`config.mk`:
```
export PLATFORM = sky130hd
export DESIGN_NAME = lcd_line_writer_flat
export DESIGN_NICKNAME = d
export VERILOG_FILES = /design/src/rtl/lcd_pkg.sv /design/src/rtl/lcd_line_writer_if.sv /design/src/rtl/lcd_line_writer_nibble.sv /design/src/rtl/lcd_line_writer.sv /design/src/flat_wrapper.sv
export SDC_FILE = /design/constraint.sdc
export NUM_CORES = 1
export LEC_CHECK = 0
export ABC_CLOCK_PERIOD_IN_PS = 2900
export CAP_MARGIN = 20
export CORE_MARGIN = 5
export CORE_UTILIZATION = 49
export DETAILED_ROUTE_END_ITERATION = 8
export PLACE_DENSITY = 0.84
export SYNTH_ARGS = -nofsm -noshare
export SYNTH_HDL_FRONTEND = slang
export SYNTH_SLANG_ARGS = --single-unit
```
`constraint.sdc`:
```
create_clock -name clk_in -period 2.9 [get_ports clk_in]
set_clock_uncertainty 0.05 [all_clocks]
set_input_delay 0.435 -clock clk_in [delete_from_list [all_inputs] [get_ports clk_in]]
set_output_delay 0.435 -clock clk_in [all_outputs]
set_load 0.05 [all_outputs]
```
`src/rtl/lcd_pkg.sv`:
```
// Shared constants, state encodings and helpers for the 16x2 character LCD line writer.
package lcd_pkg;

    localparam logic [7:0] LCD_FUNC_SET = 8'h28;
    localparam logic [7:0] LCD_ENTRY    = 8'h06;
    localparam logic [7:0] LCD_DISP_ON  = 8'h0C;
    localparam logic [7:0] LCD_CLEAR    = 8'h01;
    localparam logic [7:0] LCD_ROW1     = 8'h80;
    localparam logic [7:0] LCD_ROW2     = 8'hC0;

    localparam int unsigned WAIT_W = 20;
    localparam int unsigned NW_CNT_W = 16;

    typedef enum logic [2:0] {
        PWR_WAIT,
        INIT_N,
        CFG,
        ROW1_ADDR,
        ROW1_CHAR,
        ROW2_ADDR,
        ROW2_CHAR
    } lcd_state_t;

    typedef enum logic [1:0] {
        PH_ISSUE,
        PH_BUSY,
        PH_WAIT
    } lcd_phase_t;

    typedef enum logic [2:0] {
        NW_IDLE,
        NW_SETUP,
        NW_E_HIGH,
        NW_HOLD,
        NW_GAP
    } nw_state_t;

    // Column 0 lives in the top byte, so the byte offset is (15 - col) = ~col.
    function automatic logic [7:0] char_at(input logic [127:0] line, input logic [3:0] col);
        return line[{~col, 3'b000} +: 8];
    endfunction

endpackage

```
`src/rtl/lcd_line_writer_if.sv`:
```
// Write-only 4-bit HD44780 bus between the line writer and the display.
interface lcd_line_writer_if;

    logic [3:0] lcd_data_out;
    logic       lcd_rs_out;
    logic       lcd_rw_out;
    logic       lcd_e_out;

    modport master (
        output lcd_data_out,
        output lcd_rs_out,
        output lcd_rw_out,
        output lcd_e_out
    );

    modport slave (
        input lcd_data_out,
        input lcd_rs_out,
        input lcd_rw_out,
        input lcd_e_out
    );

endinterface

```
`src/rtl/lcd_line_writer_nibble.sv`:
```
// Strobes one nibble or a full byte (high then low nibble) onto the LCD bus with
// setup, enable-high and inter-nibble gap timing; pulses done when the last nibble is out.
module lcd_nibble_writer
    import lcd_pkg::*;
#(
    parameter int unsigned T_E_HIGH     = 12,
    parameter int unsigned T_SETUP      = 2,
    parameter int unsigned T_NIBBLE_GAP = 50
) (
    input  logic       clk_in,
    input  logic       rst_in,
    input  logic       start,
    input  logic       nibble_only,
    input  logic       rs,
    input  logic [7:0] wr_byte,
    output logic       busy,
    output logic       done,
    output logic [3:0] lcd_data,
    output logic       lcd_rs,
    output logic       lcd_e
);

    localparam logic [NW_CNT_W-1:0] SETUP_LAST = NW_CNT_W'(T_SETUP - 1);
    localparam logic [NW_CNT_W-1:0] E_LAST     = NW_CNT_W'(T_E_HIGH - 1);
    localparam logic [NW_CNT_W-1:0] GAP_LAST   = NW_CNT_W'(T_NIBBLE_GAP - 1);

    nw_state_t             state, state_d;
    logic [NW_CNT_W-1:0]   cnt, cnt_d;
    logic [3:0]            data_d, low_q, low_d;
    logic                  rs_d, e_d, last_q, last_d, done_d;

    always_ff @(posedge clk_in) begin
        if (!rst_in) begin
            state    <= NW_IDLE;
            cnt      <= '0;
            lcd_data <= '0;
            lcd_rs   <= 1'b0;
            lcd_e    <= 1'b0;
            low_q    <= '0;
            last_q   <= 1'b0;
            done     <= 1'b0;
        end else begin
            state    <= state_d;
            cnt      <= cnt_d;
            lcd_data <= data_d;
            lcd_rs   <= rs_d;
            lcd_e    <= e_d;
            low_q    <= low_d;
            last_q   <= last_d;
            done     <= done_d;
        end
    end

    // HOLD keeps RS/data on the bus for one cycle after E falls.
    always_comb begin
        state_d = state;
        cnt_d   = cnt;
        data_d  = lcd_data;
        rs_d    = lcd_rs;
        e_d     = lcd_e;
        low_d   = low_q;
        last_d  = last_q;
        done_d  = 1'b0;
        unique case (state)
            NW_IDLE: begin
                if (start) begin
                    data_d  = wr_byte[7:4];
                    low_d   = wr_byte[3:0];
                    rs_d    = rs;
                    last_d  = nibble_only;
                    cnt_d   = '0;
                    state_d = NW_SETUP;
                end
            end
            NW_SETUP: begin
                if (cnt == SETUP_LAST) begin
                    cnt_d   = '0;
                    e_d     = 1'b1;
                    state_d = NW_E_HIGH;
                end else begin
                    cnt_d = cnt + 1'b1;
                end
            end
            NW_E_HIGH: begin
                if (cnt == E_LAST) begin
                    cnt_d   = '0;
                    e_d     = 1'b0;
                    state_d = NW_HOLD;
                end else begin
                    cnt_d = cnt + 1'b1;
                end
            end
            NW_HOLD: begin
                cnt_d = '0;
                if (last_q) begin
                    done_d  = 1'b1;
                    state_d = NW_IDLE;
                end else begin
                    state_d = NW_GAP;
                end
            end
            NW_GAP: begin
                if (cnt == GAP_LAST) begin
                    cnt_d   = '0;
                    data_d  = low_q;
                    last_d  = 1'b1;
                    state_d = NW_SETUP;
                end else begin
                    cnt_d = cnt + 1'b1;
                end
            end
            default: state_d = NW_IDLE;
        endcase
    end

    assign busy = (state != NW_IDLE);

endmodule

```
`src/rtl/lcd_line_writer.sv`:
```
// Runs the HD44780 4-bit init sequence once, then refreshes both rows forever from
// per-frame snapshots of the input lines so a frame never tears.
module lcd_line_writer
    import lcd_pkg::*;
#(
    parameter int unsigned T_POWERUP    = 1000000,
    parameter int unsigned T_INIT1      = 205000,
    parameter int unsigned T_INIT2      = 5000,
    parameter int unsigned T_E_HIGH     = 12,
    parameter int unsigned T_SETUP      = 2,
    parameter int unsigned T_NIBBLE_GAP = 50,
    parameter int unsigned T_CMD_WAIT   = 2000,
    parameter int unsigned T_CLEAR_WAIT = 82000
) (
    input  logic                     clk_in,
    input  logic                     rst_in,
    input  logic [127:0]             line1_in,
    input  logic [127:0]             line2_in,
    lcd_line_writer_if.master        lcd,
    output logic                     init_done_out,
    output logic                     frame_done_out
);

    localparam logic [WAIT_W-1:0] POWERUP_LAST = WAIT_W'(T_POWERUP - 1);
    localparam logic [WAIT_W-1:0] INIT1_LAST   = WAIT_W'(T_INIT1 - 1);
    localparam logic [WAIT_W-1:0] INIT2_LAST   = WAIT_W'(T_INIT2 - 1);
    localparam logic [WAIT_W-1:0] CMD_LAST     = WAIT_W'(T_CMD_WAIT - 1);
    localparam logic [WAIT_W-1:0] CLEAR_LAST   = WAIT_W'(T_CLEAR_WAIT - 1);
    localparam logic [127:0]      BLANK_LINE   = {16{8'h20}};

    lcd_state_t        state, state_d;
    lcd_phase_t        phase, phase_d;
    logic [1:0]        step, step_d;
    logic [3:0]        col, col_d;
    logic [WAIT_W-1:0] wait_cnt, wait_d, wait_last;
    logic [127:0]      snap1, snap1_d, snap2, snap2_d;
    logic              init_done_d, frame_done_d, advance;

    logic [7:0]        cur_byte;
    logic              cur_rs, cur_nib;
    logic              nw_start, nw_busy, nw_done;
    logic [3:0]        nw_data;
    logic              nw_rs, nw_e;

    lcd_nibble_writer #(
        .T_E_HIGH     (T_E_HIGH),
        .T_SETUP      (T_SETUP),
        .T_NIBBLE_GAP (T_NIBBLE_GAP)
    ) u_nibble (
        .clk_in      (clk_in),
        .rst_in      (rst_in),
        .start       (nw_start),
        .nibble_only (cur_nib),
        .rs          (cur_rs),
        .wr_byte     (cur_byte),
        .busy        (nw_busy),
        .done        (nw_done),
        .lcd_data    (nw_data),
        .lcd_rs      (nw_rs),
        .lcd_e       (nw_e)
    );

    assign lcd.lcd_data_out = nw_data;
    assign lcd.lcd_rs_out   = nw_rs;
    assign lcd.lcd_rw_out   = 1'b0;
    assign lcd.lcd_e_out    = nw_e;

    always_ff @(posedge clk_in) begin
        if (!rst_in) begin
            state          <= PWR_WAIT;
            phase          <= PH_ISSUE;
            step           <= '0;
            col            <= '0;
            wait_cnt       <= '0;
            snap1          <= BLANK_LINE;
            snap2          <= BLANK_LINE;
            init_done_out  <= 1'b0;
            frame_done_out <= 1'b0;
        end else begin
            state          <= state_d;
            phase          <= phase_d;
            step           <= step_d;
            col            <= col_d;
            wait_cnt       <= wait_d;
            snap1          <= snap1_d;
            snap2          <= snap2_d;
            init_done_out  <= init_done_d;
            frame_done_out <= frame_done_d;
        end
    end

    // Init nibbles ride in the high half of cur_byte; the writer sends only that half.
    always_comb begin
        cur_byte = 8'h00;
        cur_rs   = 1'b0;
        cur_nib  = 1'b0;
        case (state)
            INIT_N: begin
                cur_byte = (step == 2'd3) ? 8'h20 : 8'h30;
                cur_nib  = 1'b1;
            end
            CFG: begin
                case (step)
                    2'd0:    cur_byte = LCD_FUNC_SET;
                    2'd1:    cur_byte = LCD_ENTRY;
                    2'd2:    cur_byte = LCD_DISP_ON;
                    default: cur_byte = LCD_CLEAR;
                endcase
            end
            ROW1_ADDR: cur_byte = LCD_ROW1;
            ROW1_CHAR: begin
                cur_byte = char_at(snap1, col);
                cur_rs   = 1'b1;
            end
            ROW2_ADDR: cur_byte = LCD_ROW2;
            ROW2_CHAR: begin
                cur_byte = char_at(snap2, col);
                cur_rs   = 1'b1;
            end
            default: ;
        endcase

        wait_last = CMD_LAST;
        if (state == INIT_N && step == 2'd0) begin
            wait_last = INIT1_LAST;
        end else if (state == INIT_N && step == 2'd1) begin
            wait_last = INIT2_LAST;
        end else if (!cur_nib && !cur_rs && cur_byte == LCD_CLEAR) begin
            wait_last = CLEAR_LAST;
        end
    end

    always_comb begin
        state_d      = state;
        phase_d      = phase;
        step_d       = step;
        col_d        = col;
        wait_d       = wait_cnt;
        snap1_d      = snap1;
        snap2_d      = snap2;
        init_done_d  = init_done_out;
        frame_done_d = 1'b0;
        nw_start     = 1'b0;
        advance      = 1'b0;

        if (state == PWR_WAIT) begin
            if (wait_cnt == POWERUP_LAST) begin
                wait_d  = '0;
                state_d = INIT_N;
                step_d  = '0;
                phase_d = PH_ISSUE;
            end else begin
                wait_d = wait_cnt + 1'b1;
            end
        end else begin
            unique case (phase)
                PH_ISSUE: begin
                    if (!nw_busy) begin
                        nw_start = 1'b1;
                        phase_d  = PH_BUSY;
                    end
                end
                PH_BUSY: begin
                    if (nw_done) begin
                        wait_d  = '0;
                        phase_d = PH_WAIT;
                    end
                end
                PH_WAIT: begin
                    if (wait_cnt == wait_last) begin
                        wait_d  = '0;
                        advance = 1'b1;
                        phase_d = PH_ISSUE;
                    end else begin
                        wait_d = wait_cnt + 1'b1;
                    end
                end
                default: phase_d = PH_ISSUE;
            endcase
        end

        // Snapshots are taken on every entry to ROW1_ADDR, from CFG or from the end of a frame.
        if (advance) begin
            case (state)
                INIT_N: begin
                    step_d = step + 2'd1;
                    if (step == 2'd3) begin
                        state_d = CFG;
                    end
                end
                CFG: begin
                    step_d = step + 2'd1;
                    if (step == 2'd3) begin
                        state_d     = ROW1_ADDR;
                        init_done_d = 1'b1;
                        snap1_d     = line1_in;
                        snap2_d     = line2_in;
                    end
                end
                ROW1_ADDR: begin
                    state_d = ROW1_CHAR;
                    col_d   = '0;
                end
                ROW1_CHAR: begin
                    col_d = col + 4'd1;
                    if (col == 4'hF) begin
                        state_d = ROW2_ADDR;
                    end
                end
                ROW2_ADDR: state_d = ROW2_CHAR;
                ROW2_CHAR: begin
                    col_d = col + 4'd1;
                    if (col == 4'hF) begin
                        state_d      = ROW1_ADDR;
                        frame_done_d = 1'b1;
                        snap1_d      = line1_in;
                        snap2_d      = line2_in;
                    end
                end
                default: ;
            endcase
        end
    end

endmodule

```
`src/flat_wrapper.sv`:
```
// flat-port wrapper written by rule: the top's interface ports become plain ports
module lcd_line_writer_flat import lcd_pkg::*;
#(
    parameter int unsigned T_POWERUP    = 1000000,
    parameter int unsigned T_INIT1      = 205000,
    parameter int unsigned T_INIT2      = 5000,
    parameter int unsigned T_E_HIGH     = 12,
    parameter int unsigned T_SETUP      = 2,
    parameter int unsigned T_NIBBLE_GAP = 50,
    parameter int unsigned T_CMD_WAIT   = 2000,
    parameter int unsigned T_CLEAR_WAIT = 82000
)
  (clk_in, rst_in, line1_in, line2_in, init_done_out, frame_done_out, lcd_lcd_data_out, lcd_lcd_rs_out, lcd_lcd_rw_out, lcd_lcd_e_out);
  lcd_line_writer_if lcd_i ();
  input  logic clk_in;
  input  logic rst_in;
  input  logic [127:0] line1_in;
  input  logic [127:0] line2_in;
  output logic init_done_out;
  output logic frame_done_out;
  output wire logic [$bits(lcd_i.lcd_data_out)-1:0] lcd_lcd_data_out;
  output wire logic [$bits(lcd_i.lcd_rs_out)-1:0] lcd_lcd_rs_out;
  output wire logic [$bits(lcd_i.lcd_rw_out)-1:0] lcd_lcd_rw_out;
  output wire logic [$bits(lcd_i.lcd_e_out)-1:0] lcd_lcd_e_out;
  assign lcd_lcd_data_out = lcd_i.lcd_data_out;
  assign lcd_lcd_rs_out = lcd_i.lcd_rs_out;
  assign lcd_lcd_rw_out = lcd_i.lcd_rw_out;
  assign lcd_lcd_e_out = lcd_i.lcd_e_out;
  lcd_line_writer #(.T_POWERUP(T_POWERUP), .T_INIT1(T_INIT1), .T_INIT2(T_INIT2), .T_E_HIGH(T_E_HIGH), .T_SETUP(T_SETUP), .T_NIBBLE_GAP(T_NIBBLE_GAP), .T_CMD_WAIT(T_CMD_WAIT), .T_CLEAR_WAIT(T_CLEAR_WAIT)) u_core (.clk_in(clk_in), .rst_in(rst_in), .line1_in(line1_in), .line2_in(line2_in), .lcd(lcd_i), .init_done_out(init_done_out), .frame_done_out(frame_done_out));
endmodule
```
After elaboration in Yosys (flattened, before gate mapping)
Cells that the tools add are included.

operators by class
  $add $sub $neg = 4
  equality and inequality tests = 32
  shifts and indexed selects = 2
  multiplexer cells = 66
  bitwise operators = 1
  reduce and logical (&&, ||, !) cells = 31

operators with widths
  operator                                        number
  2-to-1 mux 128 bit                              4
  case mux 128 bit (2 select lines)               2
  indexed part select 128 x 8 -> 8 bit            2
  2-to-1 mux 20 bit                               6
  case mux 16 bit (5 select lines)                1
  2-to-1 mux 16 bit                               4
  case mux 8 bit (6 select lines)                 1
  case mux 20 bit (2 select lines)                1
  2-to-1 mux 3 bit                                12
  adder 20 x 1 -> 20 bit, second input constant   1
  == test 20 bit                                  1
  == test 20 bit, second input constant           1
  2-to-1 mux 2 bit                                9
  case mux 3 bit (6 select lines)                 1
  case mux 6 bit (3 select lines)                 1
  2-to-1 mux 17 bit                               1
  adder 16 x 1 -> 16 bit, second input constant   1
  == test 16 x 1 -> 1 bit, second input constant  1
  == test 16 x 4 -> 1 bit, second input constant  1
  == test 16 x 6 -> 1 bit, second input constant  1
  case mux 4 bit (2 select lines)                 2
  case mux 3 bit (5 select lines)                 1
  2-to-1 mux 1 bit                                14
  == test 3 x 2 -> 1 bit, second input constant   4
  29 further kinds                                63

word-level totals
  bits in registers = 320
  input bits = 258
  output and inout port bits = 9
  word-level logic and storage cells = 153

Longest topological paths before layout
  word-level depth = 14
  gate-level depth with buffers = 12
  depth with buffers taken out = 9

Cells and area by module
A second synthesis with hierarchy kept.

unflattened totals
  cells, all modules = 1,760
  area, all modules = 14,547.7 sq um

by module, submodules not included
  module             instances  cells an instance  area each (sq um)  sequential area each (sq um)
  lcd_line_writer    1          1,571              12,937.4           5,785.5
  lcd_nibble_writer  1          189                1,610.3            620.6

Worst setup path before layout
OpenSTA, ideal clock, no wires.

  path kind = register to register
  start point = register u_core.state[1]
  end point = register u_core.snap1[100]
  library setup time = 0.072 ns
  arrival time = 2.864 ns
  required time = 2.778 ns
  path slack = -0.085 ns
  stages on the path, launching flop included = 12
  path buffers = 4
  clock period less this slack = 2.985 ns
  path through = dfxtp_1 > and3b_1 > buf_2 > mux4_2 > a22o_1 > nor4b_4 > a221oi_2 > nor3_1 > buf_2 > buf_6 > buf_6 > mux2i_1

between the ends
  cells in the longest elaborated chain, start to end = 14
  elaborated cells between the ends (all ways) = 30
  classes of those cells = 10 x eq/ne; 10 x mux; 10 x reduce/logical

ends and longest elaborated chain
  what                                                                        line                   text
  start: declaration                                                          lcd_line_writer.sv:31  lcd_state_t state, state_d;
  start signal: assignment                                                    lcd_line_writer.sv:80  state <= state_d;
  parallel branches: the longest is 14 deep, another holds 2-to-1 mux 20 bit  -
  end signal: assignment                                                      lcd_line_writer.sv:85  snap1 <= snap1_d;
  end: declaration                                                            lcd_line_writer.sv:36  logic [127:0] snap1, snap1_d, snap2, snap2_d;

Several ways; the timed one is not identified.
A chain may end at the register's enable or synchronous reset.

Final worst setup path
  start point = register u_core.state[0]
  end point = register u_core.snap1[60]

Same word-level chain as after synthesis.

==> flow_metrics.py <==
metrics = {
    "power_and_ir_drop": {
        "p_leak_nw": 7.47,
        "peakVddDrop_mv": 0.370,
        "finalPower_mw": 9.70,
        "p_per_area_nw_per_um2": 459,
    },
    "critical_path": {
        "worst-setup-path-type": "reg -> reg",
        "worstSetupStartpointType": "register",
        "r2r_setup_slack_ps": -130,
        "r2r_start": "u_core.state[0]",
        "required_ps": 3260,
        "reg2reg_depth": 10,
        "arrival_ps": 3400,
        "cp_max_fo": 7,
        "regToRegEndpoint": "u_core.snap1[60]",
        "crit_path_end_kind": "register",
    },
    "hold_path": {
        "hp-class": "in -> reg",
        "hold_depth": 3,
        "hold_path_end": "u_core.state[0]",
        "min_from": "rst_in",
    },
    "place": {
        "place_congestion": 0.886,
        "post-dp-hpwl_um": 32700,
        "dp.cells": 2312,
        "port_buffers": 265,
    },
    "synthesis": {
        "ys.warnings.count": 0,
        "synth_edf_count": 0,
        "seq_area_frac_synth": 0.408,
        "syn_nets": 1972,
        "synth_seq_cells": 320,
        "ys_dominant_reg_cell": "dfxtp_1",
        "synth_area_um2": 15700,
        "async_flop_share": 0,
        "synth_top_area_share": 0.408,
        "netlist_instances": 1701,
        "netlist_top_cells_area": "dfxtp_1, mux2i_1, nand2_1",
        "synth.distinct_cells": 64,
        "syn_area_per_cell_um2": 9.24,
        "yosysTopAreaCell": "dfxtp_1",
    },
    "sta": {
        "setup_viol": 194,
        "grt_setup_unrepaired": "yes",
        "drv_slew": 0,
        "worst_pin_slew_ps": 765,
        "min_period_ps": 3030,
        "postLayoutSetupSlackWorst_ps": -134,
        "slew_headroom": 0.490,
        "finalCritPeriodShare": 1.05,
        "max_freq_mhz": 330,
        "finalHoldViolCount": 0,
    },
    "route": {
        "first_pass_iters": 5,
        "vias_per_cell": 5.75,
        "postRouteAntennaNets": 0,
        "route.detailed.drc": 0,
        "drt_wl_total_um": 48300,
        "vias": 13800,
        "post_drt_wl_per_cell_um": 20.1,
        "dr.first_iter.drc_count": 1267,
    },
    "cells_and_area": {
        "nNetsFinal": 2246,
        "layout-drive-gt1-share": 0.150,
        "fillers": 2244,
        "syn2layout_area_growth_pct": 34.3,
        "instances_no_fill": 2403,
    },
    "cts": {
        "clock_path_buffers": 3,
        "clk_pin_slew_ps": 60,
        "clk_latency_ps": 520,
        "cts_buffers": 35,
        "cts_tree": "done",
        "cts_hold_buffers": 0,
        "clock-sinks": 320,
        "cts-root-buf": "clkbuf_16",
        "cts-htree-levels": 2,
    },
    "floorplan": {
        "dieHeight_um": 189,
        "rows": 65,
        "io_pins": 267,
        "die_x_um": 189,
        "start_util": 0.497,
        "core_um2": 31600,
        "die-area_um2": 35800,
    },
    "grt": {
        "grt_usage": 0.249,
        "grt_pass1_vias": 13800,
        "grt-ovfl-total": 0,
        "antenna_found_initial": 2,
        "grt_max_degree": 173,
        "grt_pass1_wl_um": 72400,
    },
    "status": {
        "status": "complete, but fails checks",
        "failed_checks": "setup timing",
    },
    "flow_run": {
        "maxCapViolations": 0,
    },
}
cells by family (layout without fill, tap and decap cells):
kind of cell | Yosys count | in the layout | synth area share
other | 1 | 2 | 0.000239
AOI/OAI and AO/OA | 166 | 166 | 0.0731
buffers and inverters | 184 | 483 | 0.0546
and+or+nand+nor | 672 | 672 | 0.179
muxes | 313 | 313 | 0.258
adders and majority gates | 13 | 13 | 0.0103
xor gates and xnor gates | 32 | 32 | 0.0178
DFF | 320 | 320 | 0.408
power by group:
part,total [mW],internal [mW],switching (mW),leakage [nW]
Sequential,4.40,4.40,0.00398,2.58
Clock,4.66,2.87,1.79,0.610
Combinational,0.631,0.364,0.267,4.28
Total,9.70,7.63,2.06,7.47
per-stage QoR:
| step | worst slack [ps] | hold WS, ps | utilization | area (um2) | TNS, ps |
|---|---|---|---|---|---|
| 4_1_cts | -98.8 | 270 | 0.650 | 20600 | -6850 |
| 6_report | -134 | 313 | 0.667 | 21100 | -7620 |
| 3_5_place_dp | -92.8 | 393 | 0.602 | 19000 | -6600 |
| 3_3_place_gp | -31.7 | 389 | 0.602 | 19000 | -464 |
| 2_1_floorplan | -13.5 | 373 | - | 15800 | -1550 |
| 5_1_grt | -250 | 319 | 0.667 | 21100 | -37730 |
cell type report:
| type | count | area [um2] | share of cell area |
|---|---|---|---|
| Antenna cell | 1 | 2.50 | 0.000119 |
| Clock buffer | 52 | 1090 | 0.0517 |
| Clock inverter | 10 | 129 | 0.00611 |
| Inverter | 53 | 199 | 0.00943 |
| Multi-Input combinational cell | 1197 | 8720 | 0.413 |
| Sequential cell | 320 | 6410 | 0.304 |
| Tap cell | 402 | 503 | 0.0238 |
| Timing Repair Buffer | 368 | 4050 | 0.192 |
worst max-delay path by stage:
stage	from	end	slack (ps)
after global placement	u_core.state[0]	u_core.col[1]	-30
after global routing	u_core.step[1]	u_core.snap1[60]	-250
after detailed placement	u_core.state[0]	u_core.col[1]	-90
final	u_core.state[0]	u_core.snap1[60]	-130
after CTS	u_core.state[0]	u_core.snap2[4]	-100
after floorplan	u_core.state[0]	u_core.snap1[100]	-10
what timing repair did:
action                     CTS  global route
setup endpoints to repair  224           266
gates resized for setup     93            47
buffers inserted             6             5
gates cloned                 5            12
pin swaps                    5             9
flip-flops by register name, summed over array words and instances, names as in the netlist:
register                  flops
u_core.u_nibble.state         3
u_core.u_nibble.low_q         4
u_core.u_nibble.last_q        1
u_core.u_nibble.lcd_e         1
u_core.snap1                128
u_core.init_done_out          1
u_core.state                  3
u_core.step                   2
u_core.phase                  2
u_core.u_nibble.done          1
u_core.col                    4
u_core.snap2                128
u_core.u_nibble.lcd_rs        1
u_core.u_nibble.cnt          16
u_core.wait_cnt              20
u_core.u_nibble.lcd_data      4
u_core.frame_done_out         1
cells in the mapped netlist (5+ instances only):
master and number:
nand2_1 500, dfxtp_1 320, mux2i_1 239, clkbuf_1 91, mux4_2 73, inv_1 50, nor2_1 46, nor3_1 42
o21ai_0 39, o311ai_0 33, a21oi_1 25, nand3_1 23, buf_6 18, xnor2_1 16, xor2_1 16, ha_1 13
nand4_1 12, a211oi_1 11, buf_2 11, o21ai_1 11, and2_1 7, and3_1 6, buf_1 6, o211ai_1 6
a31oi_1 5, buf_4 5, nand2b_1 5, nor4_1 5
cells in the final DEF, fill, tap and decap left out, drive strengths merged, types with 4 or more instances in the layout:
cell type / count
nor3: 42
o21ai: 50
buf: 93
xor2: 16
mux4: 73
a221oi: 4
o211ai: 6
clkbuf: 63
a22oi: 4
nand2b: 5
nor4b: 4
a31oi: 5
nor2b: 4
a21oi: 25
and2: 7
mux2i: 239
nor2: 46
nand4: 12
o311ai: 34
dfxtp: 320
clkdlybuf4s50: 264
and3: 6
a211oi: 12
nand2: 500
xnor2: 16
nor4: 5
nand3: 23
inv: 51
ha: 13
clkinv: 9
worst max-delay path, cell delays in order, from the launching register on:
cell       delay, ps
dfxtp_2          330
and3b_4          310
mux4_2           510
a22o_1           260
nor4b_4          360
a221oi_4         140
nor3_4           190
buf_4            180
clkbuf_16        190
buf_6            160
mux2i_1          260
layer usage:
layer  routed length, um  GRT usage  vias to the layer above  part of all wire
met4                2210      0.105                        2             0.046
met3                3260     0.0391                      142             0.067
met1               18900      0.312                     6594              0.39
met2               23900      0.428                      615              0.49
li1                    -          -                     6473                 -
met5                  20          0                        -           0.00041
Power figures use the tool's default switching activity.
